**config.mk**
```make
export PLATFORM = sky130hd
export DESIGN_NAME = mem_bus_arbiter_flat
export DESIGN_NICKNAME = d
export VERILOG_FILES = /design/src/rtl/mem_bus_pkg.sv /design/src/rtl/mem_bus_arbiter_if.sv /design/src/rtl/mem_arb_wait_cnt.sv /design/src/rtl/mem_bus_arbiter.sv /design/src/flat_wrapper.sv
export SDC_FILE = /design/constraint.sdc
export NUM_CORES = 1
export LEC_CHECK = 0
export CAP_MARGIN = 20
export CORE_MARGIN = 3
export CORE_UTILIZATION = 39
export CTS_BUF_LIST = sky130_fd_sc_hd__clkbuf_8
export DETAILED_ROUTE_END_ITERATION = 7
export GPL_TIMING_DRIVEN = 0
export PLACE_DENSITY = 0.85
export SYNTH_ARGS = -nofsm -noshare
export SYNTH_HDL_FRONTEND = slang
export SYNTH_HIERARCHICAL = 1
export SYNTH_SLANG_ARGS = --single-unit
```
**constraint.sdc**
```tcl
create_clock -name clk -period 1.7 [get_ports clk]
set_input_delay 0.34 -clock clk [delete_from_list [all_inputs] [get_ports clk]]
set_output_delay 0.34 -clock clk [all_outputs]
set_load 0.005 [all_outputs]
```
**src/rtl/mem_bus_pkg.sv**
```systemverilog
// Shared types for the IF/MEM memory port arbiter: FSM states, owner encoding
// and the default timeout bound.
package mem_bus_pkg;

    typedef enum logic [1:0] {
        IDLE = 2'd0,
        ADDR = 2'd1,
        DATA = 2'd2
    } state_t;

    typedef enum logic {
        OWN_INST = 1'b0,
        OWN_DATA = 1'b1
    } owner_t;

    localparam int MAX_WAIT_DEF = 255;

endpackage

```
**src/rtl/mem_bus_arbiter_if.sv**
```systemverilog
// SRAM-like memory port bundle; the arbiter is the master, the memory the slave.
interface mem_bus_arbiter_if #(
    parameter int ADDR_W = 32,
    parameter int DATA_W = 32
);
    logic              mem_req;
    logic              mem_wr;
    logic [3:0]        mem_wen;
    logic [ADDR_W-1:0] mem_addr;
    logic [DATA_W-1:0] mem_wdata;
    logic              mem_addr_ok;
    logic              mem_data_ok;
    logic [DATA_W-1:0] mem_rdata;

    modport master (
        output mem_req, mem_wr, mem_wen, mem_addr, mem_wdata,
        input  mem_addr_ok, mem_data_ok, mem_rdata
    );

    modport slave (
        input  mem_req, mem_wr, mem_wen, mem_addr, mem_wdata,
        output mem_addr_ok, mem_data_ok, mem_rdata
    );
endinterface

```
**src/rtl/mem_arb_wait_cnt.sv**
```systemverilog
// Transaction timeout counter: cleared at grant, counts busy cycles and flags
// expiry during the MAX_WAIT-th busy cycle.
module mem_arb_wait_cnt #(
    parameter int MAX_WAIT = 255
) (
    input  logic clk,
    input  logic rst,
    input  logic clr,
    input  logic en,
    output logic expire
);
    localparam int CW = (MAX_WAIT < 1) ? 1 : $clog2(MAX_WAIT + 1);

    logic [CW-1:0] cnt_r;

    // Busy-cycle counter, clear has priority over count.
    always_ff @(posedge clk) begin
        if (rst) begin
            cnt_r <= {CW{1'b0}};
        end else if (clr) begin
            cnt_r <= {CW{1'b0}};
        end else if (en) begin
            cnt_r <= cnt_r + CW'(1);
        end else begin
            cnt_r <= cnt_r;
        end
    end

    assign expire = en && (cnt_r == CW'(MAX_WAIT - 1));

endmodule

```
**src/rtl/mem_bus_arbiter.sv**
```systemverilog
// Arbitrates one SRAM-like port between instruction fetch and data access.
// Optional build macro MEM_ARB_RR_EN selects round-robin instead of data-first.
module mem_bus_arbiter
    import mem_bus_pkg::*;
#(
    parameter int ADDR_W   = 32,
    parameter int DATA_W   = 32,
    parameter int MAX_WAIT = MAX_WAIT_DEF
) (
    input  logic              clk,
    input  logic              rst,
    input  logic              inst_req,
    input  logic [ADDR_W-1:0] inst_addr,
    output logic [DATA_W-1:0] inst_rdata,
    output logic              inst_done,
    input  logic              data_req,
    input  logic              data_wr,
    input  logic [3:0]        data_wen,
    input  logic [ADDR_W-1:0] data_addr,
    input  logic [DATA_W-1:0] data_wdata,
    output logic [DATA_W-1:0] data_rdata,
    output logic              data_done,
    output logic              bus_err,
    mem_bus_arbiter_if.master mem
);
    state_t            state_r, state_s;
    owner_t            owner_r, owner_s;
    logic              grant_s, complete_s, abort_s, finish_s;
    logic              inst_elig_s, data_elig_s, expire_s;
    owner_t            both_pick_s;
    logic              mem_req_r, mem_wr_r;
    logic [3:0]        mem_wen_r;
    logic [ADDR_W-1:0] mem_addr_r;
    logic [DATA_W-1:0] mem_wdata_r;
    logic [DATA_W-1:0] inst_rdata_r, data_rdata_r;
    logic              inst_done_r, data_done_r, bus_err_r;

`ifdef MEM_ARB_RR_EN
    owner_t last_owner_r;

    // Remembers who was granted last so a tie goes to the other side.
    always_ff @(posedge clk) begin
        if (rst) begin
            last_owner_r <= OWN_INST;
        end else if (grant_s) begin
            last_owner_r <= owner_s;
        end else begin
            last_owner_r <= last_owner_r;
        end
    end

    assign both_pick_s = (last_owner_r == OWN_INST) ? OWN_DATA : OWN_INST;
`else
    assign both_pick_s = OWN_DATA;
`endif

    mem_arb_wait_cnt #(.MAX_WAIT(MAX_WAIT)) u_wait_cnt (
        .clk    (clk),
        .rst    (rst),
        .clr    (grant_s),
        .en     ((state_r == ADDR) || (state_r == DATA)),
        .expire (expire_s)
    );

    // A requester still holding req in its done cycle must not be re-granted.
    assign inst_elig_s = inst_req && !inst_done_r;
    assign data_elig_s = data_req && !data_done_r;
    assign finish_s    = complete_s || abort_s;

    // Next-state, grant and completion decode.
    always_comb begin
        state_s    = state_r;
        owner_s    = owner_r;
        grant_s    = 1'b0;
        complete_s = 1'b0;
        abort_s    = 1'b0;
        case (state_r)
            IDLE: begin
                if (inst_elig_s && data_elig_s) begin
                    grant_s = 1'b1;
                    owner_s = both_pick_s;
                end else if (data_elig_s) begin
                    grant_s = 1'b1;
                    owner_s = OWN_DATA;
                end else if (inst_elig_s) begin
                    grant_s = 1'b1;
                    owner_s = OWN_INST;
                end else begin
                    grant_s = 1'b0;
                end
                state_s = grant_s ? ADDR : IDLE;
            end
            ADDR: begin
                if (mem.mem_addr_ok && mem.mem_data_ok) begin
                    complete_s = 1'b1;
                    state_s    = IDLE;
                end else if (expire_s) begin
                    abort_s = 1'b1;
                    state_s = IDLE;
                end else if (mem.mem_addr_ok) begin
                    state_s = DATA;
                end else begin
                    state_s = ADDR;
                end
            end
            DATA: begin
                if (mem.mem_data_ok) begin
                    complete_s = 1'b1;
                    state_s    = IDLE;
                end else if (expire_s) begin
                    abort_s = 1'b1;
                    state_s = IDLE;
                end else begin
                    state_s = DATA;
                end
            end
            default: begin
                state_s = IDLE;
            end
        endcase
    end

    // State, request fields toward memory and per-requester results.
    always_ff @(posedge clk) begin
        if (rst) begin
            state_r      <= IDLE;
            owner_r      <= OWN_INST;
            mem_req_r    <= 1'b0;
            mem_wr_r     <= 1'b0;
            mem_wen_r    <= 4'b0000;
            mem_addr_r   <= {ADDR_W{1'b0}};
            mem_wdata_r  <= {DATA_W{1'b0}};
            inst_rdata_r <= {DATA_W{1'b0}};
            data_rdata_r <= {DATA_W{1'b0}};
            inst_done_r  <= 1'b0;
            data_done_r  <= 1'b0;
            bus_err_r    <= 1'b0;
        end else begin
            state_r   <= state_s;
            owner_r   <= owner_s;
            mem_req_r <= (state_s == ADDR);
            if (grant_s && (owner_s == OWN_DATA)) begin
                mem_wr_r    <= data_wr;
                mem_wen_r   <= data_wr ? data_wen : 4'b0000;
                mem_addr_r  <= data_addr;
                mem_wdata_r <= data_wdata;
            end else if (grant_s) begin
                mem_wr_r    <= 1'b0;
                mem_wen_r   <= 4'b0000;
                mem_addr_r  <= inst_addr;
                mem_wdata_r <= {DATA_W{1'b0}};
            end else begin
                mem_wr_r    <= mem_wr_r;
                mem_wen_r   <= mem_wen_r;
                mem_addr_r  <= mem_addr_r;
                mem_wdata_r <= mem_wdata_r;
            end
            inst_done_r <= finish_s && (owner_r == OWN_INST);
            data_done_r <= finish_s && (owner_r == OWN_DATA);
            // A timeout returns zero data rather than whatever the bus holds.
            if (finish_s && (owner_r == OWN_INST)) begin
                inst_rdata_r <= complete_s ? mem.mem_rdata : {DATA_W{1'b0}};
            end else if (finish_s) begin
                data_rdata_r <= complete_s ? mem.mem_rdata : {DATA_W{1'b0}};
            end else begin
                inst_rdata_r <= inst_rdata_r;
                data_rdata_r <= data_rdata_r;
            end
            bus_err_r <= bus_err_r || abort_s;
        end
    end

    assign mem.mem_req   = mem_req_r;
    assign mem.mem_wr    = mem_wr_r;
    assign mem.mem_wen   = mem_wen_r;
    assign mem.mem_addr  = mem_addr_r;
    assign mem.mem_wdata = mem_wdata_r;
    assign inst_rdata    = inst_rdata_r;
    assign inst_done     = inst_done_r;
    assign data_rdata    = data_rdata_r;
    assign data_done     = data_done_r;
    assign bus_err       = bus_err_r;

endmodule

```
**src/flat_wrapper.sv**
```systemverilog
// flat-port wrapper written by rule: the top's interface ports become plain ports
module mem_bus_arbiter_flat import mem_bus_pkg::*;
#(
    parameter int ADDR_W   = 32,
    parameter int DATA_W   = 32,
    parameter int MAX_WAIT = MAX_WAIT_DEF
)
  (clk, rst, inst_req, inst_addr, inst_rdata, inst_done, data_req, data_wr, data_wen, data_addr, data_wdata, data_rdata, data_done, bus_err, mem_mem_req, mem_mem_wr, mem_mem_wen, mem_mem_addr, mem_mem_wdata, mem_mem_addr_ok, mem_mem_data_ok, mem_mem_rdata);
  mem_bus_arbiter_if #(.ADDR_W(ADDR_W), .DATA_W(DATA_W)) mem_i ();
  input  logic clk;
  input  logic rst;
  input  logic inst_req;
  input  logic [ADDR_W-1:0] inst_addr;
  output logic [DATA_W-1:0] inst_rdata;
  output logic inst_done;
  input  logic data_req;
  input  logic data_wr;
  input  logic [3:0] data_wen;
  input  logic [ADDR_W-1:0] data_addr;
  input  logic [DATA_W-1:0] data_wdata;
  output logic [DATA_W-1:0] data_rdata;
  output logic data_done;
  output logic bus_err;
  output wire logic [$bits(mem_i.mem_req)-1:0] mem_mem_req;
  output wire logic [$bits(mem_i.mem_wr)-1:0] mem_mem_wr;
  output wire logic [$bits(mem_i.mem_wen)-1:0] mem_mem_wen;
  output wire logic [$bits(mem_i.mem_addr)-1:0] mem_mem_addr;
  output wire logic [$bits(mem_i.mem_wdata)-1:0] mem_mem_wdata;
  input wire logic [$bits(mem_i.mem_addr_ok)-1:0] mem_mem_addr_ok;
  input wire logic [$bits(mem_i.mem_data_ok)-1:0] mem_mem_data_ok;
  input wire logic [$bits(mem_i.mem_rdata)-1:0] mem_mem_rdata;
  assign mem_mem_req = mem_i.mem_req;
  assign mem_mem_wr = mem_i.mem_wr;
  assign mem_mem_wen = mem_i.mem_wen;
  assign mem_mem_addr = mem_i.mem_addr;
  assign mem_mem_wdata = mem_i.mem_wdata;
  assign mem_i.mem_addr_ok = mem_mem_addr_ok;
  assign mem_i.mem_data_ok = mem_mem_data_ok;
  assign mem_i.mem_rdata = mem_mem_rdata;
  mem_bus_arbiter #(.ADDR_W(ADDR_W), .DATA_W(DATA_W), .MAX_WAIT(MAX_WAIT)) u_core (.clk(clk), .rst(rst), .inst_req(inst_req), .inst_addr(inst_addr), .inst_rdata(inst_rdata), .inst_done(inst_done), .data_req(data_req), .data_wr(data_wr), .data_wen(data_wen), .data_addr(data_addr), .data_wdata(data_wdata), .data_rdata(data_rdata), .data_done(data_done), .bus_err(bus_err), .mem(mem_i));
endmodule
```
== Word level (Yosys, flattened, before mapping) ==
Index checks and enable logic that the tools add are counted.
Operators by class
  add/subtract/negate cells: 1
  reductions and logical operators: 17
  eq/ne operators: 4
  bitwise operators: 2
  multiplexer cells: 33
Operators with widths (count)
  $mux 32: 5
  $mux 1: 17
  $mux 4: 3
  $mux 2: 5
  $add 8x1->8 const B: 1
  $eq 8x8->1 const B: 1
  $logic_and 1x1->1: 8
  $pmux 2 s3: 1
  $eq 2x1->1 const B: 2
  $pmux 1 s2: 2
  $logic_or 1x1->1: 3
  $eq 2x2->1 const B: 1
  $logic_not 1->1: 2
  $logic_not 2->1: 1
  $not 1->1: 2
  $reduce_and 2->1: 1
  $reduce_bool 2->1: 1
  $reduce_or 2->1: 1
Word-level totals
  bits in registers: 148
  word-level logic and storage cells: 70
  output and inout bits: 137
  bits of input ports: 139

== Longest topological paths before layout ==
Gate-level depths: netlist of run 1.
  word-level depth: 10
  gate-level depth with buffers: 10
  gate-level depth less buffers: 7

== Hierarchy ==
Netlist of run 1, hierarchy kept.
Modules (own cells, without submodules)
  mem_bus_arbiter: cells each 702, times used 1, sequential area each 2802.7 µm², area each 5883.1 µm²
  mem_arb_wait_cnt: cells each 42, times used 1, sequential area each 160.2 µm², area each 377.9 µm²

== Worst setup path before layout of run 1 ==
OpenSTA, ideal clock, no wires.
  path type: flip-flop to flip-flop
  from: register u_core.state_r[0]
  to: register u_core.data_rdata_r[10] (netlist: u_core/data_rdata[10])
  setup slack: -180 ps
  period minus slack after synthesis: 1880 ps
  data arrival time: 1748 ps
  stages on the path, launching flop included: 11
  data required time: 1568 ps
  cell sequence: dfxtp_1 inv_1 ha_1 buf_4 nand4_4 nor2_1 o211ai_2 buf_4 buf_6 nand3_1 a21oi_1
Between the ends
  word-level cells in the longest chain between the ends: 10
  elaborated cells between the ends (all ways): 14
  those cells by class: eq/ne: 2; mux: 6; bitwise: 1; reduce/logical: 5
RTL lines
  start: declaration: line mem_bus_arbiter.sv:26  | state_t state_r, state_s;
  start signal: assignment: line mem_bus_arbiter.sv:139  | state_r <= state_s;
  $eq 2x1->1 / $eq 2x2->1 (equally long branches): line mem_bus_arbiter.sv:61  | .en ((state_r == ADDR) || (state_r == DATA)),
  $logic_or 1x1->1 *: line mem_bus_arbiter.sv:61
  $logic_and 1x1->1 *: line mem_arb_wait_cnt.sv:29  | assign expire = en && (cnt_r == CW'(MAX_WAIT - 1));
  via u_core.expire_s: line mem_bus_arbiter.sv:29  | logic inst_elig_s, data_elig_s, expire_s;
  $mux 1 *: line mem_bus_arbiter.sv:97, mem_bus_arbiter.sv:110
  $mux 1, on equally long branches: line mem_bus_arbiter.sv:107, mem_bus_arbiter.sv:94
  $pmux 1 s2 *: line mem_bus_arbiter.sv:77  | case (state_r)
  $logic_or 1x1->1 *: line mem_bus_arbiter.sv:68  | assign finish_s = complete_s || abort_s;
  $logic_and 1x1->1: line mem_bus_arbiter.sv:161  | if (finish_s && (owner_r == OWN_INST)) begin
  $not 1->1 (no source line)
  $reduce_and 2->1 (no source line) *
  end signal: assignment: line mem_bus_arbiter.sv:134  | data_rdata_r <= {DATA_W{1'b0}};
  end signal: assignment: line mem_bus_arbiter.sv:164  | data_rdata_r <= complete_s ? mem.mem_rdata : {DATA_W{1'b0}};
  end signal: assignment: line mem_bus_arbiter.sv:167  | data_rdata_r <= data_rdata_r;
  end: declaration: line mem_bus_arbiter.sv:35  | logic [DATA_W-1:0] inst_rdata_r, data_rdata_r;
The timed path passes the listed nets; every way through them passes the cells marked *.
A chain may end at the register's enable or synchronous reset.

== Worst setup path after layout of run 1 ==
  from: register u_core.state_r[0]
  to: register u_core.data_rdata_r[19] (netlist: u_core/data_rdata[19])
Between the ends
  word-level cells in the longest chain between the ends: 10
  elaborated cells between the ends (all ways): 14
  those cells by class: eq/ne: 2; mux: 6; bitwise: 1; reduce/logical: 5
RTL lines (line)
  $eq 2x1->1 / $eq 2x2->1 (equally long branches): mem_bus_arbiter.sv:61, mem_bus_arbiter.sv:77
  $logic_or 1x1->1: mem_bus_arbiter.sv:61
  $logic_and 1x1->1: mem_arb_wait_cnt.sv:29
  $mux 1: mem_bus_arbiter.sv:97, mem_bus_arbiter.sv:110
  $mux 1, on equally long branches: mem_bus_arbiter.sv:107, mem_bus_arbiter.sv:94
  $pmux 1 s2: mem_bus_arbiter.sv:77
  $logic_or 1x1->1: mem_bus_arbiter.sv:68
  $logic_and 1x1->1: mem_bus_arbiter.sv:161
  $not 1->1 (no source line)
  $reduce_and 2->1 (no source line)
Several ways; a longest one is shown, not always the timed one.

==> results_dict.tcl, run 1 <==
set metrics [dict create \
    core_mm2 0.0154 \
    rows 45 \
    p_int_uw 6140 \
    drv_slew 0 \
    drt_iter0_drc 564 \
    worstSetupEndpointType "flop" \
    ys_seq_area_share_pct 47.3 \
    num_antenna_cells 0 \
    first_pass_iters 5 \
    gp_congestion 0.859 \
    ys.warnings.count 6 \
    syn_to_final_growth_pct 61.9 \
    pre_cts_ws_ns -0.684 \
    h-tree-depth 4 \
    start_kind "flop" \
    min_path_type "in -> reg" \
    io_pins 276 \
    violations "negative setup slack" \
    synth_nets 890 \
    grt_util_met3_pct 5.32 \
    utilization_pct 65.7 \
    final_layout_size_suffix_gt1_share_pct 15.8 \
    finalSetupViolations 55 \
    grtUsageMet1_pct 32.0 \
    leakage_uw 0.00415 \
    start_util_pct 40.6 \
    grt_use_met2_pct 42.4 \
    synthCells 744 \
    clock_latency_ns 0.45 \
    fmax_mhz 564 \
    syn-cell-area_mm2 0.00626 \
    grt_setup_unrepaired "true" \
    fin_ws_ns -0.0716 \
    switching_share_pct 27.2 \
    min_period_over_period_pct 104 \
    nNetsFinal 1195 \
    min_period_ns 1.77 \
    sequentialPowerShare_pct 44.9 \
    clock_power_share_pct 34.8 \
    grt_start_max_net_pins 17 \
    cp.arrival_ns 2.08 \
    cts.sinks 148 \
    crit_fanout 10 \
    cts_hold_buffers 0 \
    overflow 0 \
    io_buffers 275 \
    timing.final.hold_violations 0 \
    grt_pass1_wl_mm 35.6 \
    die_x_um 133 \
    ant_nets 0 \
    hpwl_mm 17.0 \
    crit_type "reg -> reg" \
    status "finished with violations" \
    track_usage_pct 25.2 \
    die_height_um 133 \
    tightest_slew_ns 0.576 \
    fin_skew_ns 0.0203 \
    pwr-share-comb_pct 20.2 \
    cts_tree "built" \
    dieArea_mm2 0.0176 \
    clockRootBuffer "clkbuf_8" \
    clk_pin_slew_worst_paths_ns 0.09 \
    drc_errors 0 \
    cts_buffers 17 \
    relSlewSlack_pct 61.6 \
    avgViaCountPerCell 5.39 \
    wl_per_cell_um 18.4 \
    powerDensity_mw_per_mm2 831 \
    p_sw_uw 2290 \
    ys_types 37 \
    top_usage_layer "met2" \
    max-vdd-ir-drop_mv 0.684 \
    cp.required_ns 2.01 \
    clock_path_buffers 2 \
    synth-seq-cells 148 \
    grt_pass1_vias 6565 \
    cap_viol_max_count 0 \
    synth.avg_cell_area_um2 8.42 \
    grt_antenna_before_repair 0 \
    wirelength_mm 23.4 \
    vias 6862 \
]
timing repair:
| item | CTS | global route |
|---|---|---|
| pin swaps | 8 | 7 |
| gates cloned | 0 | 1 |
| resized for setup | 62 | 95 |
| endpoints found under the hold margin | 0 | 0 |
| endpoints found under the setup margin | 150 | 172 |
| buffers inserted | 6 | 5 |
critical path, cell delays in order (launching register included):
cell,delay [ns]
dfxtp_4,0.38
inv_4,0.05
ha_1,0.22
a21o_1,0.17
and3_1,0.19
buf_6,0.15
buf_4,0.18
a31oi_1,0.20
a21oi_1,0.09
layout by cell type (no fill, tap or decap), types with 15 or more instances in the layout:
master / netlist / final
buf_4: 3 / 15
a211oi_1: 34 / 32
a22oi_1: 33 / 33
nand3b_1: 32 / 32
dfxtp_1: 148 / 99
nor2b_1: 34 / 34
nand2_1: 69 / 69
a21oi_1: 71 / 67
clkdlybuf4s50_1: 0 / 228
clkbuf_8: 0 / 20
buf_2: 33 / 17
nor2_1: 77 / 76
dlygate4sd2_1: 0 / 19
a31oi_1: 64 / 62
dfxtp_2: 0 / 48
nand3_1: 65 / 57
dlymetal6s2s_1: 0 / 28
clkbuf_1: 32 / 22
routing by layer:
metal,vias to the layer above,part of all wire [%]
met1,3247,42
met2,310,50
met4,0,2.2
met3,34,6.0
li1,3271,-
met5,-,0
synth_stat cells:
cell	instances	area [um^2]
a211oi_2	1	12.5
a31oi_1	64	400
and2_1	2	12.5
ha_1	7	87.6
nand2b_1	1	6.26
nand3_1	65	325
o211ai_2	1	12.5
clkbuf_1	32	120
dfxtp_1	148	2960
nand4_1	4	25.0
a22oi_1	33	248
nor2b_2	1	8.76
a21o_1	1	7.51
nor2b_1	34	213
o21ba_2	1	10.0
o21ai_2	1	8.76
nand4_4	1	21.3
o21ai_0	3	15.0
buf_4	3	22.5
a21oi_1	71	355
or2_2	1	6.26
inv_2	1	3.75
xnor2_1	1	8.76
or3b_1	1	8.76
nand2_1	69	259
and3_1	1	6.26
buf_6	3	33.8
a32oi_1	4	35.0
nor2_1	77	289
or3_1	3	18.8
a211oi_1	34	255
buf_2	33	165
or4_1	1	7.51
xor2_1	3	26.3
inv_1	4	15.0
nand3b_1	32	240
buf_1	2	7.51
cells by family (layout without fill, tap and decap cells):
family	Yosys count	after routing	synth area share (%)
AND/OR/NAND/NOR	293	293	23.1
adder cells (fa/ha/maj)	7	7	1.40
XOR/XNOR	4	4	0.560
flip-flops	148	148	47.3
AO/OA/AOI/OAI	214	214	21.7
buffers and inverters	78	396	5.88
final cells by class:
| class | instances | area [um^2] |
|---|---|---|
| fill | 1274 | 5290 |
| buffer | 72 | 429 |
| clock buffer | 20 | 275 |
| tap | 211 | 264 |
| sequential | 148 | 3030 |
| inverter | 5 | 21.3 |
| multi-input combinational | 518 | 3060 |
| clock inverter | 12 | 154 |
| timing repair buffer | 287 | 2900 |
per-stage QoR:
| stage | instance area [um^2] | TNS (ns) | std cells | total power (uW) | hold WS (ns) |
|---|---|---|---|---|---|
| 2_1_floorplan | 6290 | 0 | 744 | 4540 | 0.401 |
| 3_3_place_gp | 9310 | -72.94 | 1230 | 5460 | 0.455 |
| 3_5_place_dp | 9310 | -72.76 | 1230 | 5490 | 0.460 |
| 4_1_cts | 9870 | -2.21 | 1267 | 8430 | 0.411 |
| 5_1_grt | 10100 | -7.48 | 1273 | 8770 | 0.425 |
| 6_report | 10100 | -2.02 | 1273 | 8420 | 0.441 |
state kept, by name (all words and copies together) (netlist names):
signal / cells
u_core/mem.mem_wdata: 32
u_core/owner_r: 1
u_core/mem.mem_wen: 4
u_core/u_wait_cnt/cnt_r: 8
u_core/data_rdata: 32
u_core/mem.mem_wr: 1
u_core/mem.mem_req: 1
u_core/inst_done: 1
u_core/inst_rdata: 32
u_core/bus_err: 1
u_core/data_done: 1
u_core/state_r: 2
u_core/mem.mem_addr: 32
power groups by stage:
stage          logic [uW]  registers [uW]  clock network (uW)
2_1_floorplan         674            3860                   0
3_3_place_gp         1620            3850                   0
3_5_place_dp         1640            3850                   0
4_1_cts              1660            3780                2990
5_1_grt              1830            3810                3140
6_report             1700            3780                2930
path summary, 6_finish.rpt:
kind | from | slack [ns] | depth (start not counted) | to
worst max-delay path | u_core/state_r[0] | -0.07 | 8 | u_core/data_rdata[19]
worst min-delay path | inst_addr[15] | 0.44 | 3 | u_core/mem.mem_addr[15]
worst max register to register | u_core/state_r[0] | -0.07 | 8 | u_core/data_rdata[19]
worst min register to register | u_core/bus_err | 0.47 | 2 | u_core/bus_err
(Power assumes the default switching activity.)
==> run 2, diff against run 1 <==
--- a/config.mk
+++ b/config.mk
@@ -8,6 +8,9 @@
 export CAP_MARGIN = 20
+export CELL_PAD_IN_SITES_DETAIL_PLACEMENT = 0
+export CELL_PAD_IN_SITES_GLOBAL_PLACEMENT = 1
 export CORE_MARGIN = 3
-export CORE_UTILIZATION = 39
+export CORE_UTILIZATION = 42
 export CTS_BUF_LIST = sky130_fd_sc_hd__clkbuf_8
 export DETAILED_ROUTE_END_ITERATION = 7
+export DONT_BUFFER_PORTS = 1
 export GPL_TIMING_DRIVEN = 0
--- a/constraint.sdc
+++ b/constraint.sdc
@@ -3,2 +3,2 @@
 set_output_delay 0.34 -clock clk [all_outputs]
-set_load 0.005 [all_outputs]
+set_load 0.01 [all_outputs]
==> run 2 against run 1 <==
Net effect: core utilization is 12 points lower; die area is 6.8% lower; highest routed layer unchanged; wire length is 10% lower; largest power group unchanged; critical path type unchanged; the run still ends with negative setup slack left.
==> results_dict.tcl, run 2 (same netlist as run 1, synthesis figures left out) <==
set metrics [dict create \
    slowest_delay_ns 0.34 \
    r2r_slack_ns -0.04 \
    cp.arrival_ns 2.04 \
    avgViaCountPerCell 6.11 \
    cap_viol_max_count 0 \
    crit_cells 10 \
    final_common_cell "dfxtp_1" \
    top_usage_layer "met2" \
    min_period_ns 1.74 \
    min_path_type "in -> reg" \
    rr_worst_depth 10 \
    rows 43 \
    vias 5925 \
    utilization_pct 53.5 \
    r2r_end "u_core/data_rdata[20]" \
    gp_congestion 0.896 \
    track_usage_pct 23.7 \
    worstSetupEndpointType "flop" \
    io_pins 276 \
    grt_start_max_net_pins 17 \
    fin_ws_ns -0.0354 \
    grt_pass1_wl_mm 30.8 \
    drt_iter0_drc 612 \
    dieArea_mm2 0.0164 \
    tightest_slew_ns 0.723 \
    max-vdd-ir-drop_mv 0.822 \
    clock_path_buffers 2 \
    clock_latency_ns 0.44 \
    grt_util_met3_pct 9.08 \
    min_period_over_period_pct 102 \
    critPathSlowestCell "dfxtp_2" \
    syn_to_final_growth_pct 21.5 \
    cp_num_buf_inv 4 \
    wl_per_cell_um 21.7 \
    hpwl_mm 15.3 \
    relSlewSlack_pct 51.8 \
    start_kind "flop" \
    timing.final.hold_violations 0 \
    multi_input_area_mm2 0.00331 \
    cts_buffers 17 \
    powerDensity_mw_per_mm2 1050 \
    drc_errors 0 \
    first_pass_iters 8 \
    fill_cells 1305 \
    hold_start "inst_addr[3]" \
    path_cells "inv_2, ha_4, buf_6, nand4_4, nor2_4, o211ai_4, buf_6, buf_6, nand3_1, a21oi_1" \
    cp.required_ns 2.01 \
    core_mm2 0.0142 \
    reg2reg_from "u_core/state_r[1]" \
    start_util_pct 44.1 \
    grt_use_met2_pct 38.9 \
    final_layout_size_suffix_gt1_share_pct 18.6 \
    critPathTopFamily "buffers and inverters" \
    crit_type "reg -> reg" \
    cts.sinks 148 \
    cp_common_cell "buf_6" \
    clockRootBuffer "clkbuf_8" \
    regArea_mm2 0.00297 \
    die_x_um 128 \
    final_cell_mix "dfxtp_1 (143), nor2_1 (76), nand2_1 (69)" \
    grtUsageMet1_pct 28.3 \
    wirelength_mm 21.0 \
    leakage_uw 0.00263 \
    nNetsFinal 923 \
    cp-startpoint "u_core/state_r[1]" \
    holdPathStages 2 \
    fmax_mhz 576 \
    fin_skew_ns 0.0114 \
    clk_pin_slew_worst_paths_ns 0.09 \
    setup_tns_ns -0.447 \
    die_height_um 128 \
    status "finished with violations" \
    num_antenna_cells 0 \
    grt_pass1_vias 5774 \
    hold-path-endpoint "u_core/mem.mem_addr[3]" \
    crit_fanout 10 \
    cts_tree "built" \
    h-tree-depth 4 \
    grt_setup_unrepaired "true" \
    finalSetupViolations 28 \
    overflow 0 \
    ant_nets 0 \
    drv_slew 0 \
    violations "negative setup slack" \
    grt_antenna_before_repair 0 \
    io_buffers 0 \
]
[run 2: cell types whose count changed in the layout (fill, tap and decap cells not counted), sizes merged]
| cell | delta |
|---|---|
| dlymetal6s2s | -28 |
| buf | +5 |
| clkbuf | -3 |
| inv | +2 |
| clkinvlp | -3 |
| bufinv | +1 |
| clkdlybuf4s50 | -228 |
| dlygate4sd3 | +1 |
| dlygate4sd2 | -19 |
[run 2: metrics by stage]
| step | setup slack, ns | instance area (um^2) | hold slack [ns] | power [uW] | instances |
|---|---|---|---|---|---|
| 6_report | -0.0354 | 7600 | 0.0321 | 8000 | 970 |
| 5_1_grt | -0.107 | 7600 | 0.00116 | 8340 | 970 |
| 4_1_cts | -0.0725 | 7210 | 0.00562 | 7960 | 965 |
| 3_5_place_dp | -0.408 | 6520 | 0.407 | 4870 | 924 |
| 3_3_place_gp | -0.339 | 6520 | 0.405 | 4830 | 924 |
| 2_1_floorplan | 0.00510 | 6290 | 0.401 | 4610 | 744 |
[run 2: routing by layer]
layer	wire, um	vias up	part of all wire (%)
met4	299	0	1.4
li1	-	2733	-
met1	8270	2883	39
met2	10400	287	50
met5	0	-	0
met3	2010	22	9.6
[run 2: how the worst max path moves through the flow]
stage,end,slack (ns)
final,u_core/data_rdata[20],-0.04
after detailed placement,u_core/u_wait_cnt/cnt_r[1],-0.41
after global routing,u_core/data_rdata[11],-0.11
after global placement,u_core/u_wait_cnt/cnt_r[1],-0.34
after CTS,u_core/inst_done,-0.07
after floorplan,u_core/u_wait_cnt/cnt_r[1],0.005
[run 2: layout make-up]
class,count,share of cell area [%]
Multi-Input combinational cell,518,43.5
Timing Repair Buffer,15,2.09
Buffer,72,6.20
Clock inverter,12,2.30
Tap cell,180,2.96
Inverter,5,0.280
Clock buffer,20,3.62
Sequential cell,148,39.0
[run 2: what timing repair did]
action / 4_1_cts / 5_1_grt
setup endpoints to repair: 76 / 72
pin swaps: 8 / 16
resized for setup: 36 / 72
gates cloned: 1 / 3
setup buffers: 8 / 2
endpoints found under the hold margin: 1 / 0
hold buffers: 1 / 0
[run 2: power by group]
part / internal (uW) / total, uW / switching, uW
registers: 3660 / 3920 / 254
logic: 384 / 1010 / 628
clock network: 1720 / 3070 / 1350
total: 5770 / 8000 / 2230
